==> config.mk <==
export PLATFORM = sky130hd
export DESIGN_NAME = round_judge
export DESIGN_NICKNAME = d
export VERILOG_FILES = /design/src/rtl/round_judge.sv
export SDC_FILE = /design/constraint.sdc
export NUM_CORES = 1
export LEC_CHECK = 0
export ABC_AREA = 0
export CORE_ASPECT_RATIO = 0.8
export CORE_MARGIN = 2
export CORE_UTILIZATION = 50
export DETAILED_ROUTE_END_ITERATION = 8
export PLACE_DENSITY = 0.72
export SYNTH_ARGS = -nofsm -noshare
export SYNTH_HDL_FRONTEND = slang
export SYNTH_SLANG_ARGS = --single-unit
==> constraint.sdc <==
create_clock -name clock -period 2.3 [get_ports clock]
set_input_delay 0.345 -clock clock [delete_from_list [all_inputs] [get_ports clock]]
set_output_delay 0.345 -clock clock [all_outputs]
set_load 0.01 [all_outputs]
==> src/rtl/round_judge.sv <==
// Judges one Morse guessing game: latches a target, times the player's guess,
// scores the comparison and asks the accumulator to clear between rounds.
module round_judge #(
    parameter int unsigned CODE_W     = 10,
    parameter int unsigned TIMEOUT    = 50000000,
    parameter int unsigned MAX_ROUNDS = 8,
    parameter int unsigned SCORE_W    = 4
) (
    input  logic               clock,
    input  logic               resetn,
    input  logic               start,
    input  logic [CODE_W-1:0]  target_code,
    input  logic               target_valid,
    input  logic [CODE_W-1:0]  p1_code,
    input  logic               submit,
    output logic               code_clear,
    output logic               match,
    output logic               miss,
    output logic               timed_out,
    output logic [SCORE_W-1:0] score,
    output logic [SCORE_W-1:0] round,
    output logic               busy,
    output logic               game_over
);

    localparam int unsigned        TIMER_W    = $clog2(TIMEOUT);
    localparam logic [TIMER_W-1:0] TIMER_LOAD = TIMER_W'(TIMEOUT - 1);
    localparam logic [SCORE_W-1:0] CNT_MAX    = '1;
    localparam logic [SCORE_W-1:0] ROUND_LAST = SCORE_W'(MAX_ROUNDS);

    typedef enum logic [2:0] {
        ST_IDLE,
        ST_WAIT_TARGET,
        ST_WAIT_GUESS,
        ST_JUDGE,
        ST_DONE
    } state_t;

    state_t              r_state;
    logic [TIMER_W-1:0]  r_timer;
    logic [CODE_W-1:0]   r_target;
    logic [CODE_W-1:0]   r_guess;
    logic [SCORE_W-1:0]  r_score;
    logic [SCORE_W-1:0]  r_round;
    logic                r_code_clear;
    logic                r_match;
    logic                r_miss;
    logic                r_timed_out;
    logic                r_busy;
    logic                r_game_over;

    logic [SCORE_W-1:0]  w_round_inc;
    logic [SCORE_W-1:0]  w_score_inc;
    logic                w_last_round;
    logic                w_hit;

    // Saturating increments; the round just finishing decides whether the game ends.
    assign w_round_inc  = (r_round == CNT_MAX) ? r_round : r_round + SCORE_W'(1);
    assign w_score_inc  = (r_score == CNT_MAX) ? r_score : r_score + SCORE_W'(1);
    assign w_last_round = (w_round_inc == ROUND_LAST);
    assign w_hit        = (r_guess == r_target);

    always_ff @(posedge clock or negedge resetn) begin
        if (!resetn) begin
            r_state      <= ST_IDLE;
            r_timer      <= '0;
            r_target     <= '0;
            r_guess      <= '0;
            r_score      <= '0;
            r_round      <= '0;
            r_code_clear <= 1'b0;
            r_match      <= 1'b0;
            r_miss       <= 1'b0;
            r_timed_out  <= 1'b0;
            r_busy       <= 1'b0;
            r_game_over  <= 1'b0;
        end else begin
            r_code_clear <= 1'b0;
            r_match      <= 1'b0;
            r_miss       <= 1'b0;
            r_timed_out  <= 1'b0;

            case (r_state)
                ST_IDLE, ST_DONE: begin
                    if (start) begin
                        r_state     <= ST_WAIT_TARGET;
                        r_score     <= '0;
                        r_round     <= '0;
                        r_busy      <= 1'b1;
                        r_game_over <= 1'b0;
                    end
                end

                // An all-zero code carries no symbols, so it cannot be a target.
                ST_WAIT_TARGET: begin
                    if (target_valid && (target_code != '0)) begin
                        r_target     <= target_code;
                        r_timer      <= TIMER_LOAD;
                        r_code_clear <= 1'b1;
                        r_state      <= ST_WAIT_GUESS;
                    end
                end

                // A submit on the final timer cycle still counts as a guess.
                ST_WAIT_GUESS: begin
                    r_timer <= r_timer - TIMER_W'(1);
                    if (submit) begin
                        r_guess <= p1_code;
                        r_state <= ST_JUDGE;
                    end else if (r_timer == '0) begin
                        r_miss       <= 1'b1;
                        r_timed_out  <= 1'b1;
                        r_code_clear <= 1'b1;
                        r_round      <= w_round_inc;
                        r_state      <= w_last_round ? ST_DONE : ST_WAIT_TARGET;
                        r_busy       <= !w_last_round;
                        r_game_over  <= w_last_round;
                    end
                end

                ST_JUDGE: begin
                    if (w_hit) begin
                        r_match <= 1'b1;
                        r_score <= w_score_inc;
                    end else begin
                        r_miss <= 1'b1;
                    end
                    r_code_clear <= 1'b1;
                    r_round      <= w_round_inc;
                    r_state      <= w_last_round ? ST_DONE : ST_WAIT_TARGET;
                    r_busy       <= !w_last_round;
                    r_game_over  <= w_last_round;
                end

                default: begin
                    r_state     <= ST_IDLE;
                    r_busy      <= 1'b0;
                    r_game_over <= 1'b0;
                end
            endcase
        end
    end

    assign code_clear = r_code_clear;
    assign match      = r_match;
    assign miss       = r_miss;
    assign timed_out  = r_timed_out;
    assign score      = r_score;
    assign round      = r_round;
    assign busy       = r_busy;
    assign game_over  = r_game_over;

endmodule

==> results.cfg <==
[route]
drtPass1Iterations = 4
wire_per_inst_um = 14.88
drcViolationCount = 0
ant_nets = 0
avgViaCountPerCell = 5.473
vias = 2534
routed_wl_um = 6888
initialDrtViolationCount = 98

[status]
outcome = finished with violations
violations = negative setup slack

[setup_path]
crit_fanout = 3
reg2reg_from = r_timer[14]$_DFFE_PN0P_
endpoint_kind = flop
path_class = flop to flop
crit_start = r_timer[14]$_DFFE_PN0P_
cp.arrival_ns = 2.55
crit_required_ns = 2.53
cp-start-kind = flop

[sta]
relSlewSlack = 0.5873
skew_ns = 0.007297
setup_viol = 1
min_period_ns = 2.326
rsz0062_at_grt = true
fin_crit_sh = 1.011
hold_violations = 0
worst_slew_pin_slew_ns = 0.6126
setup_ws_ns = -0.02569
fmax_mhz = 430.0
slew_viol_final = 0

[cts]
root_buffer = clkbuf_8
clk_pin_slew_ns = 0.07
h-tree-depth = 3
cts_hold_buf = 0
tritoncts = done
clkLatencyLatePin_ns = 0.34
cts_inserted_buffers = 9
clockBufferDepth = 2
cts_setup_buffers = 0
cts_sinks = 63

[layout]
syn_to_final_growth_pct = 28.71
drive_gt1_frac = 0.1780
post-route-util = 0.6682
multiInputGateArea_um2 = 1443
fillers = 496
layout.nets = 408
regArea_um2 = 1577
layout.cells.non_filler = 463
antenna_cells = 0
fin_area_um2 = 3971

[die]
start_util = 0.5192
die_y_um = 74.26
coreArea_um2 = 5943
die_w_um = 91.83
io_pins = 39
core.rowCount = 25
die_area_um2 = 6819

[synth]
synthTopCellsByArea = dfrtp_1, nand2_1, mux2_2
syn_inst = 309
seq_area_frac_synth = 0.5109
synth_fp_nets = 338
postSynthAreaPerCell_um2 = 9.985
synth-seq-cells = 63
synth_top_area_cell = dfrtp_1
synth_ff_type = dfrtp_1
synth_edf_count = 0
syn_area_um2 = 3085
ys_warn_count = 0
synthDistinctLibCells = 52
async_reset_ff_frac = 1.000
synth_top_area_frac = 0.5109

[global_routing]
overflow = 0
antenna_found_initial = 0
grt_usage = 0.2187
grt_pass1_vias = 2477
grt_pass1_wl_um = 11500
grt_max_degree = 64

[placed_design]
placed_area_um2 = 3770
place_congestion = 0.8598
dp_cells = 449
dp.final_hpwl_um = 4868
io_buffers = 38

[pwr]
power_frac_clock = 0.263
ir_drop_mv = 0.5406
power.switching_mw = 1.227
power.leakage_nw = 1.660
p_sw_frac = 0.3214
p_int_mw = 2.590
power_density_nw_per_um2 = 961.1
combPwrFrac = 0.325
seqPwrFrac = 0.412

[job]
drv_cap = 0

[hold_path]
min_path_type = input pin to asynchronous set/reset pin
-- cell families after synthesis --
kind of cell             after synthesis  share of synthesized area
AO/OA/AOI/OAI                         59                     0.1273
XOR/XNOR                              10                    0.02839
adder cells (fa/ha/maj)                4                    0.01622
buffers and inverters                 15                    0.02230
flip-flops                            63                     0.5109
multiplexers                          17                    0.05921
AND/OR/NAND/NOR                      141                     0.2356
-- power groups by stage --
stage	registers [mW]	clock network, mW	logic (mW)
2_1_floorplan	1.56	0	0.787
3_3_place_gp	1.58	0	1.21
3_5_place_dp	1.59	0	1.24
4_1_cts	1.57	1.02	1.25
5_1_grt	1.60	1.08	1.39
6_report	1.57	1.00	1.24
-- cells in the final DEF (no fill, tap or decap), types with 7 or more instances in the layout --
master	count
dfrtp_1	63
nand2_1	52
clkdlybuf4s50_1	37
buf_4	29
nor2_1	21
nor3_1	20
a31oi_1	12
a21oi_1	12
o21ai_0	10
mux2_2	10
clkbuf_8	9
xnor2_1	8
nor4_1	7
nand3_1	7
mux2i_1	7
a211oi_1	7
-- registers in the layout, summed over array words and instances, names as in the netlist --
name	count
timed_out	1
r_timer	26
code_clear	1
busy	1
r_state	3
match	1
score	4
r_guess	10
miss	1
game_over	1
round	4
r_target	10
-- layer usage --
metal,share of wire,vias to the layer above,routed length (um),track usage
met5,0,-,0,0
met4,0.0081,0,56,0.06468
li1,-,1268,-,-
met1,0.48,1204,3323,0.2968
met2,0.46,56,3187,0.3480
met3,0.046,6,320,0.06484
-- what timing repair did --
item / CTS / global route
gates cloned: 0 / 0
resized for setup: 0 / 3
pin swaps: 0 / 1
endpoints found under the setup margin: 1 / 6
-- final cells by class --
cell class	count	share of cell area
Sequential cell	63	0.3970
Multi-Input combinational cell	231	0.3633
Timing Repair Buffer	69	0.1594
Clock buffer	9	0.03119
Tap cell	81	0.02552
Clock inverter	5	0.01890
Inverter	5	0.004726
-- cells in the mapped netlist, types with 2 or more instances --
library cell  instances
a21oi_1              12
xor2_1                2
a311oi_1              2
nand3_1               7
o21ai_0              11
inv_1                 5
and3_1                2
a211oi_1              7
dfrtp_1              63
mux2i_1               7
o31ai_1               2
xnor2_1               8
mux2_2               10
nand4b_1              3
nor4_1                7
clkbuf_1              7
ha_1                  4
nor2_1               21
o211ai_1              2
nand2_1              52
nor2b_1               5
o2bb2ai_1             2
a31o_2                2
or4_1                 3
a31oi_1              12
nor3_1               20
nand4_1               3
nor3b_1               4
-- worst paths after layout --
| path | slack [ns] | to | cells after the start |
|---|---|---|---|
| max | -0.03 | busy$_DFFE_PN0P_ | 5 |
| min | 0.004 | r_guess[9]$_DFFE_PN0P_ | 2 |
| max reg2reg | -0.03 | busy$_DFFE_PN0P_ | 5 |
| min reg2reg | 0.49 | r_timer[24]$_DFFE_PN0P_ | 1 |
| max in group asynchronous | 2.03 | timed_out$_DFF_PN0_ | 2 |
| min in group clock | 0.49 | r_timer[24]$_DFFE_PN0P_ | 1 |
-- metrics by stage --
| step | hold slack, ns | TNS [ns] | setup slack (ns) | power (mW) |
|---|---|---|---|---|
| 4_1_cts | 0.01630 | -0.03663 | -0.03663 | 3.844 |
| 6_report | 0.003651 | -0.02569 | -0.02569 | 3.817 |
| 2_1_floorplan | 0.04941 | 0 | 0.002129 | 2.352 |
| 3_3_place_gp | 0.3827 | -0.0005607 | -0.0005607 | 2.785 |
| 3_5_place_dp | 0.3841 | -0.02813 | -0.02813 | 2.832 |
| 5_1_grt | 0.01165 | -0.1024 | -0.1024 | 4.071 |
-- worst max-delay path, cell delays in order, from the launching register on --
cell     delay (ns)
dfrtp_1        0.38
or4_4          0.53
or3_1          0.33
or3_4          0.35
a211o_1        0.29
a221o_1        0.34
Power figures use the tool's default switching activity.
==> variant 1 (config.mk and constraints unchanged) <==
Change the parameter `MAX_ROUNDS` from 8 to 7.
--- a/src/rtl/round_judge.sv
+++ b/src/rtl/round_judge.sv
@@ -3,7 +3,7 @@
 module round_judge #(
     parameter int unsigned CODE_W     = 10,
     parameter int unsigned TIMEOUT    = 50000000,
-    parameter int unsigned MAX_ROUNDS = 8,
+    parameter int unsigned MAX_ROUNDS = 7,
     parameter int unsigned SCORE_W    = 4
 ) (
     input  logic               clock,
Formal check against the unedited RTL: same outputs for any inputs over 10 cycles, from zero or initial values and one cycle with resetn low; that may be too few to reach the edited logic, so the function may still have changed.
==> variant 1 against the unedited design <==
The flow finishes with violations (negative hold slack). Total power up 5.9%. Core utilization grew 1.1 points. Synthesized area grew 2.2%. Wire length decreased by 0.51%. Cell area increased by 2.6%. Worst setup slack better by 0.15 ns. Global-route usage is 0.24 points higher. Sequential cell count unchanged. Largest cell class unchanged. Highest routed layer unchanged.
==> variant 1: results (changes against the unedited design) <==
| Metric | Value |
|---|---|
| DR pass1 iterations | `4 (unchanged)` |
| Critical path peak fanout | `4 (was 3)` |
| Metal2 WL | `3.05 mm (was 3.19 mm)` |
| R2r worst-path depth | `7 (was 5)` |
| Mux cell area share after synthesis | `6.11% (was 5.92%)` |
| Vias in the first global route | `2,452 (was 2,477)` |
| Met3 Use GR | `5.11% (was 6.48%)` |
| M2 GR Usage | `32.3% (was 34.8%)` |
| Critical path arrival | `2.45 ns (was 2.55 ns)` |
| Sw Ratio | `33.9% (was 32.1%)` |
| Area post-placement | `3800 um^2 (was 3770 um^2)` |
| Synth unique cells | `49 (was 52)` |
| Status | `complete, but fails checks (unchanged)` |
| Drt wl/cell | `14.7 um (was 14.9 um)` |
| Post-Synth XOR/XNOR Area | `3.06% (was 2.84%)` |
| Most instantiated cells after synthesis | `dfrtp_1, nand2_1, nor2_1, nor3_1, a21oi_1 (was dfrtp_1, nand2_1, nor2_1)` |
| Leakage | `0.00170 uW (was 0.00166 uW)` |
| Share of cells above drive strength 1 | `19.3% (was 17.8%)` |
| First-pass GRT wire length | `11.8 mm (was 11.5 mm)` |
| Failing checks | `negative hold slack (was negative setup slack)` |
| Tot GR Track Use | `22.1% (was 21.9%)` |
| Clk_skew | `0.00888 ns (was 0.00730 ns)` |
| Synthesized Nets | `342 (was 338)` |
| Maximum VDD drop | `0.619 mV (was 0.541 mV)` |
| Critical path's largest stage delay | `0.46 ns (was 0.53 ns)` |
| CP Launch Point | `r_timer[1] (was r_timer[14])` |
| R2R setup slack | `0.12 ns (was -0.03 ns)` |
| Endpoints failing hold | `9 (was 0)` |
| Cells after Synth | `313 (was 309)` |
| Routed length on met3 | `255 um (was 320 um)` |
| RePlAce Congestion | `0.817 (was 0.860)` |
| Worst hold slack | `-0.00522 ns (was 0.00365 ns)` |
| Slowest CP cell | `or4b_4 (was or4_4)` |
| Slew HR | `59.7% (was 58.7%)` |
| Reg2reg start | `r_timer[1] (was r_timer[14])` |
| M1 GR Usage | `32.4% (was 29.7%)` |
| Wire length on met1 | `3.46 mm (was 3.32 mm)` |
| Net count, final | `408 (unchanged)` |
==> variant 1: repair_timing <==
action,4_1_cts,5_1_grt
gates resized for setup,1,8
setup buffers,0,2
pin swaps,0,6
endpoints found under the setup margin,1,6
endpoints found under the hold margin,0,0
==> variant 1: worst reg2reg max path: cells and delay by family, from the launching register on <==
kind            cells  cell delay [ns]
simple gates        3             1.00
flops               1             0.40
compound gates      1             0.33
mux                 1             0.17
fa+ha+maj           1             0.12
buf+inv             1             0.09
==> variant 1: area by class of cell <==
cell class | count | area (um^2)
multi-input combinational | 234 | 1550
fill | 475 | 1930
sequential | 63 | 1580
tap | 81 | 101
clock buffer | 9 | 124
timing repair buffer | 66 | 611
clock inverter | 7 | 97.6
inverter | 5 | 18.8
==> variant 1: power groups by stage <==
stage / Sequential, uW / Clock [uW] / Combinational [uW]
after global routing: 1640 / 1130 / 1530
final: 1600 / 1070 / 1370
after CTS: 1600 / 1090 / 1330
after floorplan: 1590 / 0 / 837
after detailed placement: 1620 / 0 / 1330
after global placement: 1610 / 0 / 1290
==> variant 2 (same settings) <==
Without the edit above. Put one more register stage on the output `round`, cleared by the reset. The value now appears one clock later. The other outputs are not delayed to match.
--- a/src/rtl/round_judge.sv
+++ b/src/rtl/round_judge.sv
@@ -146,7 +146,13 @@
     assign miss       = r_miss;
     assign timed_out  = r_timed_out;
     assign score      = r_score;
-    assign round      = r_round;
+    always_ff @(posedge clock or negedge resetn) begin
+        if (!resetn) begin
+            round <= '0;
+        end else begin
+            round <= r_round;
+        end
+    end
     assign busy       = r_busy;
     assign game_over  = r_game_over;
 
Formal check against the unedited RTL: not equivalent (a bounded check fails within 10 cycles, from zero or initial values and one cycle with resetn low).
==> variant 2 against the unedited design <==
Clock skew is 0.00056 ns lower. Cell area up 2.4%. Synthesized area grew 3.5%. Sequential cell count rose by 4. Die area increased by 3.4%. Non-clock buffer count fell by 5. Total power decreased by 0.94%. Wire length is 2.0% lower. Fmax rose by 1.5%. Worst setup slack better by 0.035 ns.
==> variant 2: results (changes against the unedited design) <==
| Metric | Value |
|---|---|
| Slew HR | `64.5% (was 58.7%)` |
| Synth unique cells | `54 (was 52)` |
| Layout fillers | `502 (was 496)` |
| ANT cells | `0 (unchanged)` |
| Largest net degree at the start of global routing | `68 (was 64)` |
| Status | `completed (was complete, but fails checks)` |
| Clk_skew | `0.00674 ns (was 0.00730 ns)` |
| Vias in the first global route | `2,281 (was 2,477)` |
| Synth top area cells | `dfrtp_1, mux2_2, mux2i_1 (was dfrtp_1, nand2_1, mux2_2)` |
| Net count, final | `380 (was 408)` |
| Sequential fraction of the synthesis area | `52.5% (was 51.1%)` |
| Tot GR Track Use | `21.3% (was 21.9%)` |
| Longest Clk Path Bufs | `2 (unchanged)` |
| Detailed-route wire length | `6.75 mm (was 6.89 mm)` |
| Leakage | `0.00164 uW (was 0.00166 uW)` |
| Post-synth ARST share | `100% (unchanged)` |
| Share of cells above drive strength 1 | `20.5% (was 17.8%)` |
| Critical path peak fanout | `5 (was 3)` |
| RePlAce Congestion | `0.836 (was 0.860)` |
| R2R setup slack | `0.01 ns (was -0.03 ns)` |
| Most instantiated cells after synthesis | `dfrtp_1, nor2_1, mux2_2 (was dfrtp_1, nand2_1, nor2_1)` |
| First-pass GRT wire length | `11.3 mm (was 11.5 mm)` |
| Placed Cells | `424 (was 449)` |
| Maximum VDD drop | `0.618 mV (was 0.541 mV)` |
| Critical path arrival | `2.52 ns (was 2.55 ns)` |
| Non-filler cells, final | `440 (was 463)` |
[variant 2: cell types whose count changed after synthesis, moves of 4 or more]
cell     before  now
mux2_1        0    4
a31oi_1      12    4
dfrtp_1      63   67
nor3_1       20   14
nor4_1        7    3
nand2_1      52   13
mux2_2       10   16
[variant 2: kinds of logic after synthesis]
| kind of cell | count (synthesis) | share of synthesized area, % |
|---|---|---|
| and+or+nand+nor | 100 | 17.7 |
| DFF | 67 | 52.5 |
| AOI/OAI and AO/OA | 58 | 13.6 |
| muxes | 29 | 9.87 |
| buffers and inverters | 16 | 2.04 |
| xor gates and xnor gates | 10 | 2.74 |
| adders and majority gates | 4 | 1.57 |
[variant 2: cell type report]
type                    instances  area, um^2  area share, %
multi-input cells             201        1480           36.3
repair buffers                 64         583           14.3
flip-flops and latches         67        1680           41.2
clock buffers                  11         141           3.48
inverters                       8        30.0          0.738
well taps                      84         105           2.58
clock inverters                 5        52.6           1.29
[variant 2: what timing repair did]
item	CTS	global route
endpoints found under the setup margin	0	12
hold buffers	0	0
resized for setup	0	4
[variant 2: critical path: stages, from the launching register on]
cell and delay (ns):
dfrtp_1 0.39, or4_4 0.57, nor4b_4 0.38, a31oi_4 0.18
or3_1 0.38, o311a_1 0.29
[variant 2: where the power goes]
part / switching (uW) / internal, uW / leakage, uW
combinational: 526 / 609 / 0.000750
sequential: 221 / 1460 / 0.000790
clock: 442 / 525 / 0.0000991
total: 1190 / 2590 / 0.00164
[variant 2: per-layer routing]
| metal | up-vias | share of wire [%] | track usage (%) | wire length, um |
|---|---|---|---|---|
| met5 | - | 0 | 0 | 0 |
| met1 | 1202 | 50 | 29.7 | 3360 |
| met3 | 10 | 3.8 | 5.54 | 257 |
| met2 | 45 | 45 | 32.2 | 3030 |
| met4 | 0 | 1.5 | 8.82 | 102 |
| li1 | 1201 | - | - | - |
[variant 2: worst paths after layout]
path                        startpoint          to
max in group asynchronous       resetn  r_timer[7]
min in group clock          r_round[3]    round[3]
setup / recovery           r_timer[21]  r_round[3]
hold / removal                  resetn    score[2]
setup reg to reg           r_timer[21]  r_round[3]
hold reg to reg             r_round[3]    round[3]
[variant 2: through the flow]
step	setup slack, ns	cell area (um^2)	hold WS, ns	power [uW]	utilization [%]
6_report	0.00974	4070	0.00264	3780	64.8
2_1_floorplan	0.110	3190	0.0494	2400	-
3_3_place_gp	-0.180	3850	0.390	2790	61.3
4_1_cts	0.0218	4040	0.0181	3810	64.4
5_1_grt	-0.0126	4070	0.0372	4020	64.8
3_5_place_dp	-0.254	3850	0.392	2820	61.3
